[src/rtl/mcycle_ctrl.sv]
// Multi-cycle processor control FSM: FETCH/DECODE/EXEC/MEM/WB/HALT sequencing,
// memory wait timeout, sticky status flags and a retired-instruction counter.
module mcycle_ctrl #(
  parameter int unsigned MEM_TIMEOUT = 8
) (
  input  logic        i_clk,
  input  logic        i_rst,
  input  logic [3:0]  i_opcode,
  input  logic        i_zero,
  input  logic        i_mem_ready,
  output logic        o_pc_write,
  output logic        o_ir_write,
  output logic        o_reg_wen,
  output logic        o_mem_wen,
  output logic        o_mem_ren,
  output logic        o_alu_src,
  output logic        o_reg_dst,
  output logic        o_mem_to_reg,
  output logic        o_pc_src,
  output logic [2:0]  o_aluop,
  output logic [2:0]  o_state,
  output logic        o_halted,
  output logic        o_illegal,
  output logic        o_mem_err,
  output logic [15:0] o_instr_count
);

  typedef enum logic [2:0] {
    S_FETCH  = 3'd0,
    S_DECODE = 3'd1,
    S_EXEC   = 3'd2,
    S_MEM    = 3'd3,
    S_WB     = 3'd4,
    S_HALT   = 3'd5
  } state_t;

  localparam logic [3:0] OP_ADDI = 4'h8;
  localparam logic [3:0] OP_LW   = 4'h9;
  localparam logic [3:0] OP_SW   = 4'hA;
  localparam logic [3:0] OP_BEQ  = 4'hB;
  localparam logic [3:0] OP_HALT = 4'hF;
  localparam logic [3:0] WAIT_LAST = 4'(MEM_TIMEOUT - 1);

  state_t      r_state;
  logic [3:0]  r_op;
  logic [3:0]  r_wait;
  logic [15:0] r_count;
  logic        r_pc_write, r_ir_write, r_reg_wen, r_mem_wen, r_mem_ren;
  logic        r_alu_src, r_mem_to_reg, r_pc_src_en;
  logic [2:0]  r_aluop;
  logic        r_halted, r_illegal, r_mem_err;

  logic [3:0]  w_op;
  logic        w_is_mem;
  logic        w_in_instr;

  // The IR is loaded on the FETCH edge, so the opcode is only usable from
  // DECODE on; DECODE sees it live, later states use the latched copy.
  assign w_op       = (r_state == S_DECODE) ? i_opcode : r_op;
  assign w_is_mem   = (w_op == OP_LW) || (w_op == OP_SW);
  assign w_in_instr = (r_state == S_DECODE) || (r_state == S_EXEC) ||
                      (r_state == S_MEM)    || (r_state == S_WB);

  always_ff @(posedge i_clk) begin
    if (i_rst) begin
      r_state      <= S_FETCH;
      r_op         <= 4'h0;
      r_wait       <= 4'h0;
      r_count      <= 16'h0;
      r_pc_write   <= 1'b1;
      r_ir_write   <= 1'b1;
      r_reg_wen    <= 1'b0;
      r_mem_wen    <= 1'b0;
      r_mem_ren    <= 1'b0;
      r_alu_src    <= 1'b0;
      r_mem_to_reg <= 1'b0;
      r_pc_src_en  <= 1'b0;
      r_aluop      <= 3'd0;
      r_halted     <= 1'b0;
      r_illegal    <= 1'b0;
      r_mem_err    <= 1'b0;
    end else begin
      r_pc_write   <= 1'b0;
      r_ir_write   <= 1'b0;
      r_reg_wen    <= 1'b0;
      r_mem_wen    <= 1'b0;
      r_mem_ren    <= 1'b0;
      r_alu_src    <= 1'b0;
      r_mem_to_reg <= 1'b0;
      r_pc_src_en  <= 1'b0;
      r_aluop      <= 3'd0;
      case (r_state)
        S_FETCH: begin
          r_state <= S_DECODE;
        end
        S_DECODE: begin
          r_op <= i_opcode;
          if (i_opcode == OP_HALT) begin
            r_state  <= S_HALT;
            r_halted <= 1'b1;
          end else if (i_opcode >= 4'hC) begin
            r_state    <= S_FETCH;
            r_illegal  <= 1'b1;
            r_count    <= r_count + 16'd1;
            r_pc_write <= 1'b1;
            r_ir_write <= 1'b1;
          end else begin
            r_state <= S_EXEC;
            if (!i_opcode[3]) begin
              r_aluop <= i_opcode[2:0];
            end else if (i_opcode == OP_BEQ) begin
              r_aluop     <= 3'b001;
              r_pc_write  <= 1'b1;
              r_pc_src_en <= 1'b1;
            end else begin
              r_alu_src <= 1'b1;
            end
          end
        end
        S_EXEC: begin
          r_wait <= 4'h0;
          if (r_op == OP_BEQ) begin
            r_state    <= S_FETCH;
            r_count    <= r_count + 16'd1;
            r_pc_write <= 1'b1;
            r_ir_write <= 1'b1;
          end else if (r_op == OP_LW) begin
            r_state   <= S_MEM;
            r_mem_ren <= 1'b1;
          end else if (r_op == OP_SW) begin
            r_state   <= S_MEM;
            r_mem_wen <= 1'b1;
          end else begin
            r_state      <= S_WB;
            r_reg_wen    <= 1'b1;
            r_mem_to_reg <= 1'b1;
          end
        end
        S_MEM: begin
          if (i_mem_ready) begin
            r_wait <= 4'h0;
            if (r_op == OP_LW) begin
              r_state   <= S_WB;
              r_reg_wen <= 1'b1;
            end else begin
              r_state    <= S_FETCH;
              r_count    <= r_count + 16'd1;
              r_pc_write <= 1'b1;
              r_ir_write <= 1'b1;
            end
          end else if (r_wait == WAIT_LAST) begin
            r_wait    <= 4'h0;
            r_state   <= S_HALT;
            r_halted  <= 1'b1;
            r_mem_err <= 1'b1;
          end else begin
            r_wait    <= r_wait + 4'd1;
            r_mem_ren <= (r_op == OP_LW);
            r_mem_wen <= (r_op == OP_SW);
          end
        end
        S_WB: begin
          r_state    <= S_FETCH;
          r_count    <= r_count + 16'd1;
          r_pc_write <= 1'b1;
          r_ir_write <= 1'b1;
        end
        S_HALT: begin
          r_state <= S_HALT;
        end
        default: begin
          r_state    <= S_FETCH;
          r_pc_write <= 1'b1;
          r_ir_write <= 1'b1;
        end
      endcase
    end
  end

  assign o_pc_write    = r_pc_write;
  assign o_ir_write    = r_ir_write;
  assign o_reg_wen     = r_reg_wen;
  assign o_mem_wen     = r_mem_wen;
  assign o_mem_ren     = r_mem_ren;
  assign o_alu_src     = r_alu_src;
  assign o_reg_dst     = w_in_instr && w_is_mem;
  assign o_mem_to_reg  = r_mem_to_reg;
  // Branch target select follows the live ALU zero flag during EXEC.
  assign o_pc_src      = r_pc_src_en && i_zero;
  assign o_aluop       = r_aluop;
  assign o_state       = r_state;
  assign o_halted      = r_halted;
  assign o_illegal     = r_illegal;
  assign o_mem_err     = r_mem_err;
  assign o_instr_count = r_count;

endmodule

[config.mk]
export PLATFORM = sky130hd
export DESIGN_NAME = mcycle_ctrl
export DESIGN_NICKNAME = d
export VERILOG_FILES = /design/src/rtl/mcycle_ctrl.sv
export SDC_FILE = /design/constraint.sdc
export NUM_CORES = 1
export LEC_CHECK = 0
export CORE_MARGIN = 1.5
export CORE_UTILIZATION = 30
export CTS_CLUSTER_DIAMETER = 80
export DETAILED_ROUTE_END_ITERATION = 10
export PLACE_DENSITY = 0.54
export SYNTH_ARGS = -nofsm -noshare
export SYNTH_HDL_FRONTEND = slang
export SYNTH_SLANG_ARGS = --single-unit
[constraint.sdc]
create_clock -name i_clk -period 3.65 [get_ports i_clk]
set_input_delay 0.73 -clock i_clk [delete_from_list [all_inputs] [get_ports i_clk]]
set_output_delay 0.73 -clock i_clk [all_outputs]
set_load 0.05 [all_outputs]
==> results.md <==
- Outcome: completed
- PortBufs: 41
- Worst min-delay path category: reg2reg
- Unrepaired setup endpoints after global routing: no
- Core area: 0.00631 sq mm
- H-tree levels: 2
- Post-CTS Setup Inserts: 0
- Syn avg cell area: approximately 8.4 sq um
- I/O Pins: 42
- Leakage: 0.000851 uW
- First-pass GRT wire length: roughly 8000 um
- Layout Area Growth over Synthesis: 30.0%
- PD cells: 429 mW/mm^2
- Slew @ Worst Pin: 0.704 ns
- Reg2reg path depth: 5
- Post-Synthesis Cells: 232
- Setup TNS: 0 ns
- Crit path time final: 2.86 ns
- Ys async rst share: 0%
- Die X: between 80 and 90 um
- Worst Hold Depth: 2
- Total CTS buffers: 5
- Latest clock arrival within the worst-skew pair: 0.30 ns
- Ys Warns: 0
- Sequential element share of the synthesized area: 42.1%
- Routed WL: about 4700 um
- Post-synth EDFFs: 0
- Aggregate global routing overflow: 0
- Yosys top cell by area: dfxtp_1
- Top FF cell, synth: dfxtp_1
- Root Driver: clkbuf_8
- WHS: 0.452 ns
- Mapped Area: a little under 0.002 sq mm
- Design area: 0.00253 sq mm
- Wirelength per Cell: ~14 um
- Clk slew on worst S/H paths: 0.08 ns
- Post-synthesis cell type count: 45
- Fraction of layout cells with a size suffix above 1: roughly 6.3%
- Leading cell types in the layout, fill and taps excluded: dfxtp_1, clkdlybuf4s50_1, a21oi_1
- Startpoint types: primary input
- Top post-synthesis cells by area: dfxtp_1, a21oi_1, nand2_1
- Post-CTS Hold Buffers: 0
- Initial DRC count: 100
- Ant diodes: 0
- CP max stage delay: about 0.63 ns
- WP depth: 5
- CTS Buffer Depth: 2
- Max-slew violation count: 0
- CP Data Required Time: 2.92 ns
- Area share of the largest cell type after synthesis: 42.1%
- Number of flip-flops in the largest register: 16
- Rows: 29
- Commonest non-fill, non-tap cell in the layout: dfxtp_1
- Die area: 0.00699 sq mm
- Final Hold Viols: 0
- Via density: 5.13
- Peak supply drop: 0.220 mV
- Buffers & Inverters on Critical Path: 2
- Max-cap viol count: 0
- Slowest CP cell: clkdlybuf4s50_1
- Rel. slew slack: 52.9%
- Final setup fails: 0
- Final worst path period share: 78.3%
- Clock tree from TritonCTS: built
- Filler Cell Count: about 640
- Layout Utilization: 40.2%
- Die height: 83.6 um
- Initial Utilization: 30.9%
- Setup CP Type: in2out
- Peak Freq: roughly 350 MHz
- Largest delay share family, worst path: buffers and inverters
- CTS Sinks: 41
- Placement Setup Slack: 0.759 ns
- Critical path fanouts, max: 8
- Cells resized by post-CTS repair: 0
- Largest net degree at the start of global routing: 21
- HPWL after DPL: 3380 um
- Vias in the first global route: approximately 1600
- Post-placement cell area: about 0.0024 sq mm
- Worst setup margin: 0.792 ns
- Final Skew: 0.0136 ns
- Iteration count of the initial detailed-routing pass: 4
- Crit. End Element: primary output
- Worst path cell trace: clkdlybuf4s50_1 > nor2b_1 > a32oi_1 > o22ai_1 > buf_4
- Via count: 1791
- FF+latch count, synth: 41
- Nets: 281
- GR Util All Layers: 13.9%
- Initial antenna violation count: 0
- Routability cong.: 0.824
- Post-route DRC: 0
- WP data arrival: around 2.1 ns
- Syn Nets: 242
- Final ANT Viol Nets: 0
[worst reg2reg max path, cell delays in order (launching register included)]
cell and delay [ns]:
dfxtp_1 0.59, nand2b_1 0.28, o31ai_1 0.44, a31oi_4 0.16
or4_1 0.57, a21oi_1 0.15
[layout make-up]
type | count | area [sq um] | area share [%]
repair buffers | 42 | 415 | 16.4
inverters | 9 | 33.8 | 1.33
clock inverters | 3 | 46.3 | 1.83
flip-flops and latches | 41 | 821 | 32.4
well taps | 77 | 96.3 | 3.80
clock buffers | 5 | 68.8 | 2.71
multi-input cells | 172 | 1050 | 41.6
[Yosys cell counts, types with 2 or more instances]
cell type	count
a211o_1	2
a211oi_1	2
a21oi_1	29
a22oi_1	2
and2_1	2
and3_1	4
buf_2	3
clkbuf_1	7
dfxtp_1	41
ha_1	2
inv_1	9
nand2_1	25
nand2b_1	4
nand3_1	8
nand4_1	3
nor2_1	17
nor2b_1	7
nor3_1	2
nor4_1	2
o21ai_0	16
o31ai_1	8
or3_1	6
or4_1	6
or4b_1	2
xor2_1	3
[kinds of logic after synthesis]
group	synth area share (%)
xor+xnor	1.35
simple gates	28.4
flops	42.1
buf+inv	3.85
mux	1.09
compound gates	21.9
fa+ha+maj	1.28
[final timing paths]
path / startpoint / end / slack [ns]
setup reg to reg: o_state[1] / o_instr_count[13] / 1.40
setup / recovery: i_opcode[3] / o_reg_dst / 0.79
hold reg to reg: o_mem_err / o_mem_err / 0.45
hold / removal: o_mem_err / o_mem_err / 0.45
[report_power, final]
group | internal, uW | switching, uW
registers | 467 | 31.5
logic | 72.1 | 136
clock network | 205 | 175
[per-stage QoR]
step	total power, uW	instances
after detailed placement	718	341
after floorplan	652	232
after global routing	1140	349
after global placement	717	341
after CTS	1100	349
final	1090	349
[per-layer routing]
metal  up-vias  global-route usage [%]  wire length [um]
met4         0                    4.02                51
met5         -                       0                 0
met3         6                    3.17               172
li1        922                       -                 -
met1       824                    19.5              2400
met2        39                    21.4              2130
Note: power is estimated with default switching activity, not from simulation.
==> RTL edit: new RTL, same settings <==
Reset style: asynchronous (`i_rst`), changed in one clocked block.
--- a/src/rtl/mcycle_ctrl.sv
+++ b/src/rtl/mcycle_ctrl.sv
@@ -62,5 +62,5 @@
                       (r_state == S_MEM)    || (r_state == S_WB);
 
-  always_ff @(posedge i_clk) begin
+  always_ff @(posedge i_clk or posedge i_rst) begin
     if (i_rst) begin
       r_state      <= S_FETCH;
Function: differs if i_rst is asserted again (counterexample within 4 cycles, from zero or initial values and one cycle with i_rst high); with i_rst held inactive, the same outputs for 10 cycles.
==> RTL edit against the original RTL <==
Routed wire length is 8.3% lower. Sequential cell count unchanged. Design area rose by 0.59%. Fmax down 5.1%. Area after synthesis down 0.58%. Global-route usage hardly changed. Worst setup slack worse by 160 ps. Sequential share of layout area is 8.0 points higher. Clock skew shrank 6.4 ps. Critical path type is now flip-flop to output pin. Largest cell class is now flip-flops and latches.
Power is not compared: it rests on default switching activity, and its combinational part moved more than twofold at a synthesized area within 25%.
==> RTL edit: results (changes against the original RTL) <==
Yosys
  • Xor/xnor share of the synthesized area: 7.68% (+6.3 points)
  • Synth cell types: 43 (-4.4%)
  • Register area share after synthesis: 53.1% (+11 points)
  • Synth Net Count: 198 (-18%)
  • Fraction of registers with async set/reset: 100% (+100 points)
  • Top cell type by total area after synthesis: dfrtp_1
  • Commonest cells in the synthesized netlist: dfrtp_1, nor2_1, nand2_1, xor2_1, nand3_1
  • Mux share of post-synthesis cell area: 2.32% (+1.2 points)
  • Synth Area in Compound Gates: 10.2% (-12 points)
  • Syn Area/Cell: 10.3 µm² (+23%)
  • Adder-cell share of the synthesized area: 1.29% (+0.0075 points)
  • Top area cells in the synthesized netlist: dfrtp_1, xor2_1, nand3_1, nor2_1, nand2_1

STA
  • Worst-Margin Slew: 533 ps (-171 ps)
  • Clk_skew: 7.16 ps (-6.40 ps)

Finish
  • Share of layout cells above drive strength 1: 9.83% (+3.6 points)
  • Clock buffers: 7 (+2)
  • Register area: 1030 µm² (+25%)
  • Fillers: 619 (-3.0%)
  • Inverters: 8 (-1)
  • Plain + repair buffers: 44 (+4.8%)
  • Final clock-cell share: 4.56% (+0.022 points)
  • NumNets Final: 243 (-14%)
  • Final core utilization: 40.6% (+0.47 points)
  • Multi-input combinational area share: 33.3% (-8.3 points)
  • Multi-input comb cells: 133 (-23%)
  • Non-clock buffers, area share: 16.9% (+0.49 points)

Routing
  • 1st-iter DRT viols: 71 (-29%)
  • DRT Wirelength: 4360 µm (-8.3%)
  • Via density: 4.88 (-4.8%)

Global routing
  • GRT Resource Usage Total: 13.9% (about the same)
  • Largest net degree at the start of global routing: 42 (+100%)
  • Vias in the first global route: 1575 (-4.4%)
  • Global-route wire length before repair: 7710 µm (-3.5%)

Status
  • Status: complete, no violations

Critical path
  • Top Family by Delay on Critical Path: simple AND/OR/NAND/NOR gates
  • Arrival time worst endpoint: 2280 ps (+150 ps)
  • Critical path's slowest cell: or3b_1
  • CP max stage delay: 550 ps (-80 ps)

Place
  • Final HPWL DP: 3010 µm (-11%)
  • Area post-placement: 2430 µm² (+0.57%)

CTS
  • Number of clock sinks: 41 (unchanged)
  • Max clock buf depth: 2 (unchanged)
RTL edit: metal layers:
metal	vias to the layer above	GRT usage, %	wire, µm
met3	7	4.37	202
met2	34	20.5	1910
met1	733	18.8	2130
met4	0	6.06	113
met5	-	0	0
li1	745	-	-
RTL edit: logic make-up after synthesis:
logic type	after synthesis
flops	41
simple gates	81
buf+inv	14
compound gates	29
fa+ha+maj	2
xor+xnor	17
mux	4
RTL edit: worst paths after layout:
path                                          end  slack, ps              start  cells after the start
worst min-delay path            o_instr_count[15]        480  o_instr_count[15]                      1
worst max register to register   o_instr_count[9]       1150         o_state[2]                      5
worst max-delay path                    o_reg_dst        640         o_state[2]                      5
min in group asynchronous              o_aluop[1]        850              i_rst                      3
max in group asynchronous              o_ir_write       2430              i_rst                      3
worst min register to register  o_instr_count[15]        480  o_instr_count[15]                      1
RTL edit: stage by stage:
step / std cells / worst slack, ps
floorplan: 188 / 900
global placement: 303 / 841
detailed placement: 303 / 765
CTS: 311 / 634
global route: 311 / 524
finish: 311 / 637
